[src/rtl/vec_mul_pkg.sv]
// Shared types and default configuration for the vector-multiply sequencer.
package vec_mul_pkg;

    localparam int DEF_MATRIX_SIZE  = 8;
    localparam int DEF_ADDRESSSIZE  = 10;
    localparam int DEF_WADDR_BW     = 2;
    localparam int PARTIAL_SUM_BW   = 20;
    localparam int DEF_SRAM_RD_LAT  = 1;
    localparam int DEF_ARRAY_LAT    = 2;

    typedef enum logic [2:0] {
        ST_IDLE,
        ST_WLOAD,
        ST_WWAIT,
        ST_WAPPLY,
        ST_STREAM,
        ST_DRAIN,
        ST_FIN
    } state_t;

endpackage

[src/rtl/vec_mul_seq_ctrl_valid_delay_line.sv]
// Depth-configurable single-bit valid shift register with asynchronous active-low clear.
// All stages are exposed so the owner can see what is still in flight.
module valid_delay_line #(
    parameter int DEPTH = 3
) (
    input  logic             i_clk,
    input  logic             i_rst_n,
    input  logic             i_vld,
    output logic             o_vld,
    output logic [DEPTH-1:0] o_taps
);

    logic [DEPTH-1:0] r_pipe;

    // Truncating the concatenation keeps the DEPTH==1 case free of negative slices.
    always_ff @(posedge i_clk or negedge i_rst_n) begin
        if (!i_rst_n) begin
            r_pipe <= '0;
        end else begin
            r_pipe <= DEPTH'({r_pipe, i_vld});
        end
    end

    assign o_vld  = r_pipe[DEPTH-1];
    assign o_taps = r_pipe;

endmodule

[src/rtl/vec_mul_seq_ctrl.sv]
// Job sequencer for the vector-multiply engine: weight load, UB streaming, result addressing.
// Optional VEC_MUL_PERF_CNT_EN adds a 32-bit busy-cycle counter output perf_cycles.
module vec_mul_seq_ctrl
    import vec_mul_pkg::*;
#(
    parameter int MATRIX_SIZE = DEF_MATRIX_SIZE,
    parameter int ADDRESSSIZE = DEF_ADDRESSSIZE,
    parameter int WADDR_BW    = DEF_WADDR_BW,
    parameter int SRAM_RD_LAT = DEF_SRAM_RD_LAT,
    parameter int ARRAY_LAT   = DEF_ARRAY_LAT
) (
    input  logic                   clk,
    input  logic                   rstn,
    input  logic                   start,
    input  logic                   reload_req,
    input  logic [WADDR_BW-1:0]    weight_sel,
    input  logic [ADDRESSSIZE-1:0] src_base,
    input  logic [ADDRESSSIZE-1:0] dst_base,
    input  logic [ADDRESSSIZE-1:0] vec_count,
    output logic                   wmem_rd_en,
    output logic [WADDR_BW-1:0]    wmem_rd_addr,
    output logic                   weight_reload,
    output logic                   ub_rd_en,
    output logic [ADDRESSSIZE-1:0] ub_rd_addr,
    output logic                   res_wr_en,
    output logic [ADDRESSSIZE-1:0] res_wr_addr,
    output logic                   busy,
    output logic                   done
`ifdef VEC_MUL_PERF_CNT_EN
    ,
    output logic [31:0]            perf_cycles
`endif
);

    localparam int D  = SRAM_RD_LAT + ARRAY_LAT;
    localparam int CW = D + 1;
    // Chain positions two or more cycles away from producing a result write.
    localparam logic [CW-1:0] FAR_MASK  = CW'((2 ** (D - 1)) - 1);
    localparam logic [7:0]    WAIT_LAST = 8'((SRAM_RD_LAT > 1) ? (SRAM_RD_LAT - 2) : 0);

    if (D < 1 || SRAM_RD_LAT < 1 || MATRIX_SIZE < 1) begin : g_param_check
        $error("vec_mul_seq_ctrl: SRAM_RD_LAT and MATRIX_SIZE must be at least 1");
    end

    state_t                 r_state;
    state_t                 w_next;
    logic                   w_accept;

    logic [WADDR_BW-1:0]    r_wsel;
    logic [ADDRESSSIZE-1:0] r_src;
    logic [ADDRESSSIZE-1:0] r_dst;
    logic [ADDRESSSIZE-1:0] r_vec;
    logic [ADDRESSSIZE-1:0] r_iss_cnt;
    logic [ADDRESSSIZE-1:0] r_wr_cnt;
    logic [7:0]             r_wait_cnt;

    logic                   r_wmem_rd_en;
    logic [WADDR_BW-1:0]    r_wmem_rd_addr;
    logic                   r_weight_reload;
    logic                   r_ub_rd_en;
    logic [ADDRESSSIZE-1:0] r_ub_rd_addr;
    logic                   r_done;
    logic                   r_busy;

    logic                   w_res_wr_en;
    logic [D-1:0]           w_taps;
    logic [CW-1:0]          w_chain;
    logic                   w_drain_last;

    valid_delay_line #(
        .DEPTH (D)
    ) u_res_vld (
        .i_clk   (clk),
        .i_rst_n (rstn),
        .i_vld   (r_ub_rd_en),
        .o_vld   (w_res_wr_en),
        .o_taps  (w_taps)
    );

    // Outputs are registered, so FIN must be reached in the cycle of the final write.
    assign w_chain      = {w_taps, r_ub_rd_en};
    assign w_drain_last = ((w_chain & FAR_MASK) == '0);

    always_ff @(posedge clk or negedge rstn) begin
        if (!rstn) begin
            r_state <= ST_IDLE;
        end else begin
            r_state <= w_next;
        end
    end

    always_comb begin
        w_next   = r_state;
        w_accept = 1'b0;
        case (r_state)
            ST_IDLE: begin
                if (start) begin
                    w_accept = 1'b1;
                    if (reload_req) begin
                        w_next = ST_WLOAD;
                    end else if (vec_count != '0) begin
                        w_next = ST_STREAM;
                    end else begin
                        w_next = ST_FIN;
                    end
                end
            end
            ST_WLOAD: begin
                w_next = (SRAM_RD_LAT > 1) ? ST_WWAIT : ST_WAPPLY;
            end
            ST_WWAIT: begin
                if (r_wait_cnt == WAIT_LAST) begin
                    w_next = ST_WAPPLY;
                end
            end
            ST_WAPPLY: begin
                w_next = (r_vec != '0) ? ST_STREAM : ST_FIN;
            end
            ST_STREAM: begin
                if (r_iss_cnt == r_vec - 1'b1) begin
                    w_next = ST_DRAIN;
                end
            end
            ST_DRAIN: begin
                if (w_drain_last) begin
                    w_next = ST_FIN;
                end
            end
            ST_FIN: begin
                w_next = ST_IDLE;
            end
            default: begin
                w_next = ST_IDLE;
            end
        endcase
    end

    always_ff @(posedge clk or negedge rstn) begin
        if (!rstn) begin
            r_wsel     <= '0;
            r_src      <= '0;
            r_dst      <= '0;
            r_vec      <= '0;
            r_iss_cnt  <= '0;
            r_wr_cnt   <= '0;
            r_wait_cnt <= '0;
        end else begin
            if (w_accept) begin
                r_wsel    <= weight_sel;
                r_src     <= src_base;
                r_dst     <= dst_base;
                r_vec     <= vec_count;
                r_iss_cnt <= '0;
                r_wr_cnt  <= '0;
            end else begin
                if (r_state == ST_STREAM) begin
                    r_iss_cnt <= r_iss_cnt + 1'b1;
                end
                if (w_res_wr_en) begin
                    r_wr_cnt <= r_wr_cnt + 1'b1;
                end
            end
            r_wait_cnt <= (r_state == ST_WWAIT) ? r_wait_cnt + 8'd1 : 8'd0;
        end
    end

    always_ff @(posedge clk or negedge rstn) begin
        if (!rstn) begin
            r_wmem_rd_en    <= 1'b0;
            r_wmem_rd_addr  <= '0;
            r_weight_reload <= 1'b0;
            r_ub_rd_en      <= 1'b0;
            r_ub_rd_addr    <= '0;
            r_done          <= 1'b0;
            r_busy          <= 1'b0;
        end else begin
            r_wmem_rd_en    <= (r_state == ST_WLOAD);
            r_weight_reload <= (r_state == ST_WAPPLY);
            r_ub_rd_en      <= (r_state == ST_STREAM);
            r_done          <= (r_state == ST_FIN);
            if (r_state == ST_WLOAD) begin
                r_wmem_rd_addr <= r_wsel;
            end
            if (r_state == ST_STREAM) begin
                r_ub_rd_addr <= r_src + r_iss_cnt;
            end
            if (w_accept) begin
                r_busy <= 1'b1;
            end else if (r_state == ST_FIN) begin
                r_busy <= 1'b0;
            end
        end
    end

`ifdef VEC_MUL_PERF_CNT_EN
    logic [31:0] r_perf;

    always_ff @(posedge clk or negedge rstn) begin
        if (!rstn) begin
            r_perf <= '0;
        end else if (w_accept) begin
            r_perf <= '0;
        end else if (r_busy) begin
            r_perf <= r_perf + 32'd1;
        end
    end

    assign perf_cycles = r_perf;
`endif

    assign wmem_rd_en    = r_wmem_rd_en;
    assign wmem_rd_addr  = r_wmem_rd_addr;
    assign weight_reload = r_weight_reload;
    assign ub_rd_en      = r_ub_rd_en;
    assign ub_rd_addr    = r_ub_rd_addr;
    assign res_wr_en     = w_res_wr_en;
    assign res_wr_addr   = r_dst + r_wr_cnt;
    assign busy          = r_busy;
    assign done          = r_done;

endmodule

[config.mk]
export PLATFORM = sky130hd
export DESIGN_NAME = vec_mul_seq_ctrl
export DESIGN_NICKNAME = d
export VERILOG_FILES = /design/src/rtl/vec_mul_pkg.sv /design/src/rtl/vec_mul_seq_ctrl_valid_delay_line.sv /design/src/rtl/vec_mul_seq_ctrl.sv
export SDC_FILE = /design/constraint.sdc
export NUM_CORES = 1
export LEC_CHECK = 0
export BUFFER_PORTS_ARGS = -buffer_cell sky130_fd_sc_hd__buf_2
export CAP_MARGIN = 20
export CORE_ASPECT_RATIO = 0.7
export CORE_MARGIN = 2
export CORE_UTILIZATION = 60
export DETAILED_ROUTE_END_ITERATION = 10
export PLACE_DENSITY_LB_ADDON = 0.25
export SETUP_SLACK_MARGIN = 0.15
export SLEW_MARGIN = 40
export SYNTH_ARGS = -nofsm -noshare
export SYNTH_HDL_FRONTEND = slang
export SYNTH_SLANG_ARGS = --single-unit
[constraint.sdc]
create_clock -name clk -period 5.2 [get_ports clk]
set_input_delay 0.26 -clock clk [delete_from_list [all_inputs] [get_ports clk]]
set_output_delay 0.26 -clock clk [all_outputs]
set_load 0.005 [all_outputs]
==> results of run 1 <==
## cell usage in the layout, fill, tap and decap left out, types with 4 or more instances in the layout
master	count
a21oi_1	11
buf_2	62
nand4_1	6
and3_1	9
o21ai_0	17
mux2i_1	5
a31oi_1	5
or3_1	4
nand3_1	18
nand2_1	116
a211oi_1	6
nor4_1	7
nor3b_1	6
nor2_1	35
o21ai_1	12
xor2_1	24
dfrtp_1	83
clkbuf_8	10
ha_1	24
xnor2_1	12
a21o_1	6
nor3_1	9
inv_1	18
## through the flow
| stage | total power, mW | cell area (µm²) | setup WS (ps) | std cells |
|---|---|---|---|---|
| floorplan | 1.90 | 4570 | 3230 | 504 |
| global placement | 2.20 | 4940 | 2850 | 649 |
| detailed placement | 2.29 | 4970 | 2700 | 650 |
| CTS | 2.76 | 5180 | 2420 | 667 |
| global route | 2.97 | 5180 | 2060 | 667 |
| finish | 2.76 | 5180 | 2460 | 667 |
## how the worst max path moves through the flow
stage | depth (start not counted) | to | slack, ps | from
finish | 7 | res_wr_addr[9] | 2460 | r_wr_cnt[1]
global placement | 6 | r_iss_cnt[7] | 2850 | r_state[0]
detailed placement | 6 | r_iss_cnt[7] | 2700 | r_state[0]
global route | 7 | res_wr_addr[9] | 2060 | r_wr_cnt[1]
floorplan | 6 | res_wr_addr[9] | 3230 | r_wr_cnt[1]
CTS | 7 | res_wr_addr[9] | 2420 | r_wr_cnt[1]
## cell type report
class / count / area share
Multi-Input combinational cell: 383 / 0.452
Sequential cell: 83 / 0.401
Timing Repair Buffer: 66 / 0.0712
Clock buffer: 11 / 0.0253
Tap cell: 98 / 0.0237
Inverter: 21 / 0.0152
Clock inverter: 5 / 0.0121
## cell usage after synthesis (3+ instances only)
master    number
nand2_1      116
dfrtp_1       83
nor2_1        35
ha_1          24
xor2_1        24
nand3_1       19
inv_1         18
o21ai_0       17
clkbuf_1      14
o21ai_1       12
xnor2_1       12
a21oi_1       11
and3_1        10
nor3_1         9
nor4_1         7
a211oi_1       6
a21o_1         6
nand4_1        6
nor3b_1        6
a31oi_1        5
mux2i_1        5
or3_1          4
a211o_1        3
and2_1         3
inv_2          3
nand3b_1       3
nor2b_1        3
o21a_1         3
or4_1          3
## logic make-up (layout without fill, tap and decap cells)
kind of cell    Yosys count  in the layout  synth area share
compound gates           79             79             0.112
xor+xnor                 36             36            0.0691
fa+ha+maj                27             27            0.0770
buf+inv                  38            103            0.0334
flops                    83             83             0.455
mux                       7              7            0.0159
simple gates            234            234             0.238
## sequential cells by signal, indices dropped and copies added, names as in the netlist
signal	cells
done	1
r_iss_cnt	10
r_wsel	2
busy	1
r_wait_cnt	8
wmem_rd_addr	2
ub_rd_addr	10
r_wr_cnt	10
r_vec	10
r_state	3
ub_rd_en	1
r_src	10
weight_reload	1
wmem_rd_en	1
u_res_vld.o_taps	3
r_dst	10
## power groups by stage
stage	registers, mW	logic, mW	clock network (mW)
3_5_place_dp	1.11	1.18	0
3_3_place_gp	1.09	1.11	0
6_report	1.11	1.19	0.466
5_1_grt	1.14	1.34	0.497
4_1_cts	1.10	1.19	0.474
2_1_floorplan	1.03	0.866	0
## routing by layer
| metal | track usage | share of wire |
|---|---|---|
| met5 | 0 | 0 |
| met3 | 0.0502 | 0.045 |
| met4 | 0.0859 | 0.018 |
| met1 | 0.375 | 0.47 |
| met2 | 0.416 | 0.46 |
## critical path: cells and delay by family (launching register included)
kind	cells	cell delay, ps
AO/OA/AOI/OAI	4	1170
adder cells (fa/ha/maj)	1	290
buffers and inverters	1	140
flip-flops	1	450
AND/OR/NAND/NOR	1	90
==> flow_metrics.tcl, run 1 <==
set metrics [dict create \
    reg2reg_from "r_iss_cnt[1]" \
    clk_path_buf_depth 2 \
    synthTopCellsByArea "dfrtp_1 45%, nand2_1 9.5%, ha_1 6.6%" \
    max-cap-violations 0 \
    totalWireLength_um 10500 \
    finalCritPeriodShare 0.528 \
    vdd_drop_max_mv 0.243 \
    diodes 0 \
    multi_input_area_mm2 0.00234 \
    cp_slowest_cell "dfrtp_1" \
    syn_area_per_cell_um2 9.06 \
    clkPwrFrac 0.169 \
    coreArea_mm2 0.00735 \
    drt_iter0_markers 304 \
    ctsHoldBuffers 1 \
    combPwrFrac 0.430 \
    grt_max_degree 84 \
    r2r_cells 6 \
    dieArea_mm2 0.00833 \
    root_buffer "clkbuf_8" \
    grt_overflow_total 0 \
    hold_viol 0 \
    grt.total_usage 0.266 \
    start_util 0.621 \
    syn2layout_area_growth_pct 13.5 \
    grt_first_pass_wirelength_um 17500 \
    fin_nets 626 \
    gp_congestion 0.915 \
    syn_nets 566 \
    endpoint_kind "primary output" \
    worstHoldPathCells 3 \
    final_util 0.705 \
    reg2reg_slack_ps 2930 \
    leakagePower_nw 2.61 \
    yosysWarnings 0 \
    hold_ws_ps 78.1 \
    dp_hpwl_um 7530 \
    cts-htree-levels 3 \
    rows 26 \
    fillers 586 \
    path_max_fanout 6 \
    io_buffers 63 \
    synth-main-ff-cell "dfrtp_1" \
    rsz0062_at_grt "false" \
    setup_viol 0 \
    arrival_ps 2480 \
    viasPerCell 5.75 \
    setup_tns_ps 0 \
    clkTransAtPathRegs_ps 90 \
    drive_gt1_frac 0.162 \
    cts_setup_buffers 0 \
    die_h_um 77.0 \
    maxSlewHeadroom 0.532 \
    crit_chain "ha_1 > a21o_1 > a211oi_1 > o21ai_1 > a2111oi_0 > nor3b_1 > buf_2" \
    ys_seq_elements 83 \
    cts_tree "done" \
    route.vias.total 3838 \
    io_pins 64 \
    min_path_type "input port to register" \
    min_to "r_src[2]" \
    ff_latch_area_mm2 0.00208 \
    netlist_area_mm2 0.00457 \
    synth_cell_types 53 \
    fmax_mhz 364 \
    slew_viol_final 0 \
    numCtsBuffers 9 \
    dr.pass1.iters 7 \
    status "finished clean" \
    p_sw_frac 0.413 \
    grt_pass1_vias 3714 \
    fp.dieW_um 108 \
    power_density_mw_per_mm2 533 \
    seq_area_frac_synth 0.455 \
    seqPwrFrac 0.401 \
    clock_skew_ps 11.7 \
    synth_top_area_cell "dfrtp_1" \
    avgRoutedWirePerCell_um 15.7 \
    ctsResizeCount 0 \
    critPathLaunchType "register" \
    cellInternalPower_mw 1.62 \
    synthCells 504 \
    synth_edf_count 0 \
    antenna_found_initial 0 \
    synth_top_cell_area_share 0.455 \
    cp_slowest_stage_delay_ps 450 \
    period_minus_slack_ps 2740 \
    synth-async-reset-ratio 1.00 \
    antenna_left 0 \
    clkSinkCount 83 \
    min_from "src_base[2]" \
    cp.required_ps 4940 \
    crit_type "register to primary output" \
    switching_power_mw 1.14 \
    reg2reg_to "ub_rd_addr[9]" \
    drc 0 \
    clk_latency_ps 360 \
    worst_pin_slew_ps 696 \
]
No activity file was read; power rests on OpenSTA's default activity.
==> inputs of run 2 (changes only) <==
--- a/config.mk
+++ b/config.mk
@@ -9,7 +9,7 @@
 export CAP_MARGIN = 20
 export CORE_ASPECT_RATIO = 0.7
 export CORE_MARGIN = 2
-export CORE_UTILIZATION = 60
+export CORE_UTILIZATION = 52
 export DETAILED_ROUTE_END_ITERATION = 10
 export PLACE_DENSITY_LB_ADDON = 0.25
 export SETUP_SLACK_MARGIN = 0.15
==> constraint.sdc (replaced) <==
create_clock -name clk -period 2.3 [get_ports clk]
set_input_delay 0.115 -clock clk [delete_from_list [all_inputs] [get_ports clk]]
set_output_delay 0.115 -clock clk [all_outputs]
set_load 0.005 [all_outputs]
==> run 2 against run 1 <==
Effect of this change:
- routed wire length rose by 3.2%
- worst hold slack got worse by 74 ps
- largest cell class unchanged
- worst setup slack got worse by 2500 ps
- sequential power rose by 120%
- cell count rose by 8.7%
- utilization fell by 3.2 points
- highest routed layer unchanged
- critical path type unchanged
- the flow now finishes with violations (negative setup slack)
- global-route usage fell by 2.4 points
==> flow_metrics.tcl, run 2 (same netlist as run 1, synthesis figures left out) <==
set metrics [dict create \
    final_cell_mix "115 x nand2_1, 80 x dfrtp_1, 62 x buf_2, 34 x nor2_1, 27 x dlygate4sd3_1" \
    grt.met1_usage 0.340 \
    vdd_drop_max_mv 0.548 \
    clkPwrFrac 0.205 \
    place_ws_ps 44.5 \
    max-cap-violations 0 \
    reg2reg_from "r_vec[0]" \
    crit_type "register to primary output" \
    critical_path.startpoint "r_wr_cnt[1]" \
    fin_nets 664 \
    drive_gt1_frac 0.197 \
    r2r_cells 8 \
    hold_viol 0 \
    clkSinkCount 83 \
    seqPwrFrac 0.364 \
    rsz0062_at_grt "true" \
    grt.total_usage 0.241 \
    p_sw_frac 0.391 \
    rows 28 \
    min_path_type "input port to register" \
    power_mw 6.80 \
    setup_viol 1 \
    arrival_ps 2190 \
    critPathLaunchType "register" \
    path_max_fanout 2 \
    reg2reg_to "r_state[0]" \
    reg2reg_slack_ps 250 \
    cp_slowest_cell "dfrtp_2" \
    violations "negative setup slack" \
    setup_tns_ps -0.586 \
    worst_pin_slew_ps 737 \
    final_common_cell "nand2_1" \
    cts-htree-levels 3 \
    fmax_mhz 435 \
    start_util 0.539 \
    antenna_found_initial 0 \
    root_buffer "clkbuf_16" \
    endpoint_kind "primary output" \
    gp_congestion 0.864 \
    drt_iter0_markers 215 \
    clock_skew_ps 5.43 \
    grt_pass1_vias 3745 \
    finalCritPeriodShare 1.00 \
    leakagePower_nw 2.84 \
    crit_end "res_wr_addr[9]" \
    die_h_um 82.4 \
    fillers 705 \
    cts_tree "done" \
    period_minus_slack_ps 2300 \
    maxSlewHeadroom 0.504 \
    dp_hpwl_um 7440 \
    diodes 0 \
    slew_viol_final 0 \
    antenna_left 0 \
    numCtsBuffers 9 \
    switching_power_mw 2.66 \
    min_from "dst_base[1]" \
    status "finished with violations" \
    grt_overflow_total 0 \
    grt_max_degree 44 \
    cp_slowest_stage_delay_ps 410 \
    avgRoutedWirePerCell_um 14.9 \
    totalWireLength_um 10800 \
    route.vias.total 3918 \
    cellInternalPower_mw 4.15 \
    layout_setup_ws_ps -0.586 \
    coreArea_mm2 0.00848 \
    drc 0 \
    use_met3 0.0650 \
    io_buffers 63 \
    clkTransAtPathRegs_ps 60 \
    combPwrFrac 0.431 \
    cp.required_ps 2180 \
    power_density_mw_per_mm2 1190 \
    grt_first_pass_wirelength_um 17700 \
    crit_chain "ha_1 > a21o_1 > a211oi_4 > o21ai_2 > a2111oi_2 > nor3b_1 > buf_2" \
    fp.dieW_um 116 \
    viasPerCell 5.40 \
    clk_path_buf_depth 2 \
    io_pins 64 \
    dr.pass1.iters 5 \
    grt_busiest_layer "met2" \
    clk_latency_ps 340 \
    met2_usage 0.369 \
    dieArea_mm2 0.00956 \
    syn2layout_area_growth_pct 25.0 \
]
[run 2: cell count changes in the layout (fill, tap and decap cells not counted), moves of 3 or more]
cell / delta
clkbuf_16: +9
dfrtp_2: +3
dfrtp_1: -3
ha_1: -3
clkbuf_8: -10
buf_4: +12
dlygate4sd3_1: +26
ha_2: +3
[run 2: layout make-up]
cell class / count / area, µm² / area share
Multi-Input combinational cell: 383 / 2400 / 0.420
Sequential cell: 83 / 2080 / 0.365
Timing Repair Buffer: 104 / 718 / 0.126
Clock buffer: 9 / 225 / 0.0395
Tap cell: 120 / 150 / 0.0263
Inverter: 21 / 78.8 / 0.0138
Clock inverter: 5 / 56.3 / 0.00986
[run 2: how the worst min path moves through the flow]
stage | to | cells past startpoint
finish | r_dst[1] | 3
floorplan | busy | 0
detailed placement | r_wait_cnt[5] | 1
global placement | r_wait_cnt[2] | 1
CTS | r_dst[1] | 3
global route | r_dst[1] | 3
[run 2: critical path, delay by kind of cell, from the launching register on]
family	cells	cell delay (ps)
AND/OR/NAND/NOR	1	80
AO/OA/AOI/OAI	4	950
flip-flops	1	410
buffers and inverters	1	130
adder cells (fa/ha/maj)	1	280
[run 2: power by group through the flow]
stage / clock, mW / combinational [mW] / sequential (mW)
after global routing: 1.49 / 3.31 / 2.55
final: 1.40 / 2.93 / 2.48
after detailed placement: 0 / 2.71 / 2.50
after floorplan: 0 / 1.96 / 2.33
after CTS: 1.43 / 2.88 / 2.46
after global placement: 0 / 2.61 / 2.47
[run 2: metrics by stage]
stage               utilization  instances  hold slack, ps  area (µm²)
floorplan                     -        504            -181        4570
global placement          0.594        677             140        5040
detailed placement        0.594        677             147        5040
CTS                       0.669        725            5.11        5670
global route              0.673        725            14.4        5710
finish                    0.673        725            4.18        5710
[run 2: timing repair]
action / 4_1_cts / 5_1_grt
hold buffers: 27 / 0
setup buffers: 7 / 0
setup endpoints to repair: 7 / 8
hold endpoints to repair: 68 / 0
pin swaps: 8 / 5
gates resized for setup: 12 / 10
[run 2: per-layer routing]
metal	wire length, µm	vias to the layer above
li1	-	1937
met1	5160	1859
met2	4980	107
met3	485	15
met4	189	0
met5	0	-
==> inputs of run 3 (changes only) <==
--- a/config.mk
+++ b/config.mk
@@ -11,6 +11,7 @@
 export CORE_MARGIN = 2
 export CORE_UTILIZATION = 52
 export DETAILED_ROUTE_END_ITERATION = 10
+export MAX_ROUTING_LAYER = met4
 export PLACE_DENSITY_LB_ADDON = 0.25
 export SETUP_SLACK_MARGIN = 0.15
 export SLEW_MARGIN = 40
==> run 3 against run 2 <==
Effect of this change:
- the flow still finishes with violations (negative setup slack)
- sequential power barely moved
- routed wire length unchanged
- die area stayed put
- clock skew stayed put
- critical path depth unchanged
- power about the same
- cell area did not move
- global-route usage up 0.72 points
- register-to-register slack is essentially flat
- critical path type unchanged
- largest power group unchanged
- highest routed layer unchanged
==> flow_metrics.tcl, run 3 (same netlist as run 1, synthesis figures left out) <==
set metrics [dict create \
    status "finished with violations" \
    violations "negative setup slack" \
    dr.pass1.iters 5 \
    totalWireLength_um 10800 \
    coreArea_mm2 0.00848 \
    design_area_mm2 0.00571 \
    cp_slowest_cell "dfrtp_2" \
    grt_first_pass_wirelength_um 17700 \
    vdd_drop_max_mv 0.548 \
    cts-htree-levels 3 \
    cp_slowest_stage_delay_ps 410 \
    crit_chain "ha_1 > a21o_1 > a211oi_4 > o21ai_2 > a2111oi_2 > nor3b_1 > buf_2" \
    drive_gt1_frac 0.197 \
    path_max_fanout 2 \
    critPathLaunchType "register" \
    finalCritPeriodShare 1.00 \
    grt_overflow_total 0 \
    syn2layout_area_growth_pct 25.0 \
    cts_tree "done" \
    cellInternalPower_mw 4.15 \
    worst_pin_slew_ps 737 \
    max-cap-violations 0 \
    place_ws_ps 44.5 \
    clkSinkCount 83 \
    drc 0 \
    power_density_mw_per_mm2 1190 \
    p_sw_frac 0.391 \
    grt.total_usage 0.249 \
    grt_pass1_vias 3745 \
    final_common_cell "nand2_1" \
    clkTransAtPathRegs_ps 60 \
    stdcell_count 725 \
    antenna_found_initial 0 \
    dp_hpwl_um 7440 \
    drt_iter0_markers 215 \
    gp_congestion 0.878 \
    endpoint_kind "primary output" \
    diodes 0 \
    seqPwrFrac 0.364 \
    maxSlewHeadroom 0.504 \
    layout_setup_ws_ps -0.574 \
    fin_nets 664 \
    period_minus_slack_ps 2300 \
    numCtsBuffers 9 \
    arrival_ps 2190 \
    crit_type "register to primary output" \
    switching_power_mw 2.66 \
    clock_skew_ps 5.43 \
    min_path_type "input port to register" \
    dpl.cell_count 677 \
    start_util 0.539 \
    die_h_um 82.4 \
    grt_max_degree 44 \
    route.vias.total 3918 \
    fmax_mhz 435 \
    combPwrFrac 0.431 \
    slew_viol_final 0 \
    io_buffers 63 \
    clk_path_buf_depth 2 \
    hold_viol 0 \
    clkPwrFrac 0.205 \
    leakagePower_nw 2.84 \
    io_pins 64 \
    rows 28 \
    avgRoutedWirePerCell_um 14.9 \
    root_buffer "clkbuf_16" \
    fp.dieW_um 116 \
    dieArea_mm2 0.00956 \
    rsz0062_at_grt "true" \
    clk_latency_ps 340 \
    cp.required_ps 2180 \
    final_cell_mix "115 x nand2_1, 80 x dfrtp_1, 62 x buf_2, 34 x nor2_1, 27 x dlygate4sd3_1" \
    viasPerCell 5.40 \
    hold_ws_ps 4.17 \
    fillers 705 \
    setup_viol 1 \
    antenna_left 0 \
    final_util 0.673 \
    placedInstanceArea_mm2 0.00504 \
]
-- run 3: cell counts in the layout (fill, tap and decap cells not counted) --
No cell type changed its count.
-- run 3: repair_timing --
| action | 4_1_cts | 5_1_grt |
|---|---|---|
| resized for setup | 12 | 10 |
| hold buffers | 27 | 0 |
| endpoints found under the hold margin | 68 | 0 |
| setup endpoints to repair | 7 | 8 |
| pin swaps | 8 | 5 |
| buffers inserted | 7 | 0 |
-- run 3: final cells by class --
class | count | area [µm²] | share of cell area
clock buffers | 9 | 225 | 0.0395
well taps | 120 | 150 | 0.0263
clock inverters | 5 | 56.3 | 0.00986
flip-flops and latches | 83 | 2080 | 0.365
repair buffers | 104 | 718 | 0.126
inverters | 21 | 78.8 | 0.0138
multi-input cells | 383 | 2400 | 0.420
-- run 3: worst max-delay path, delay by kind of cell (launching register included) --
kind | cells | cell delay, ps
buffers and inverters | 1 | 130
DFF | 1 | 410
AOI/OAI and AO/OA | 4 | 950
and+or+nand+nor | 1 | 80
adders and majority gates | 1 | 280
-- run 3: per-layer routing --
metal | share of wire | vias to the layer above | track usage | wire length (µm)
met1 | 0.48 | 1859 | 0.340 | 5160
met2 | 0.46 | 107 | 0.369 | 4980
li1 | - | 1937 | - | -
met4 | 0.017 | 0 | 0.0726 | 189
met3 | 0.045 | 15 | 0.0650 | 485
met5 | 0 | - | - | 0
-- run 3: path summary, 6_finish.rpt --
| kind | start | to | slack, ps | depth (start not counted) |
|---|---|---|---|---|
| max | r_wr_cnt[1] | res_wr_addr[9] | -0.6 | 7 |
| min | dst_base[1] | r_dst[1] | 4 | 3 |
| max reg2reg | r_vec[0] | r_state[0] | 250 | 8 |
| min reg2reg | u_res_vld.o_taps[1] | u_res_vld.o_taps[2] | 350 | 0 |
| max in group asynchronous | rstn | r_src[5] | 1380 | 3 |
| min in group asynchronous | rstn | r_wait_cnt[2] | 310 | 2 |
-- run 3: through the flow --
stage | setup TNS [ps] | total power [mW]
4_1_cts | 0 | 6.78
5_1_grt | -139 | 7.34
3_3_place_gp | 0 | 5.07
6_report | -0.574 | 6.80
2_1_floorplan | 0 | 4.29
3_5_place_dp | 0 | 5.21
-- run 3: power groups by stage --
stage | clock network (mW) | logic [mW] | registers (mW)
finish | 1.40 | 2.93 | 2.48
floorplan | 0 | 1.96 | 2.33
CTS | 1.43 | 2.88 | 2.46
global route | 1.49 | 3.31 | 2.55
global placement | 0 | 2.61 | 2.47
detailed placement | 0 | 2.71 | 2.50
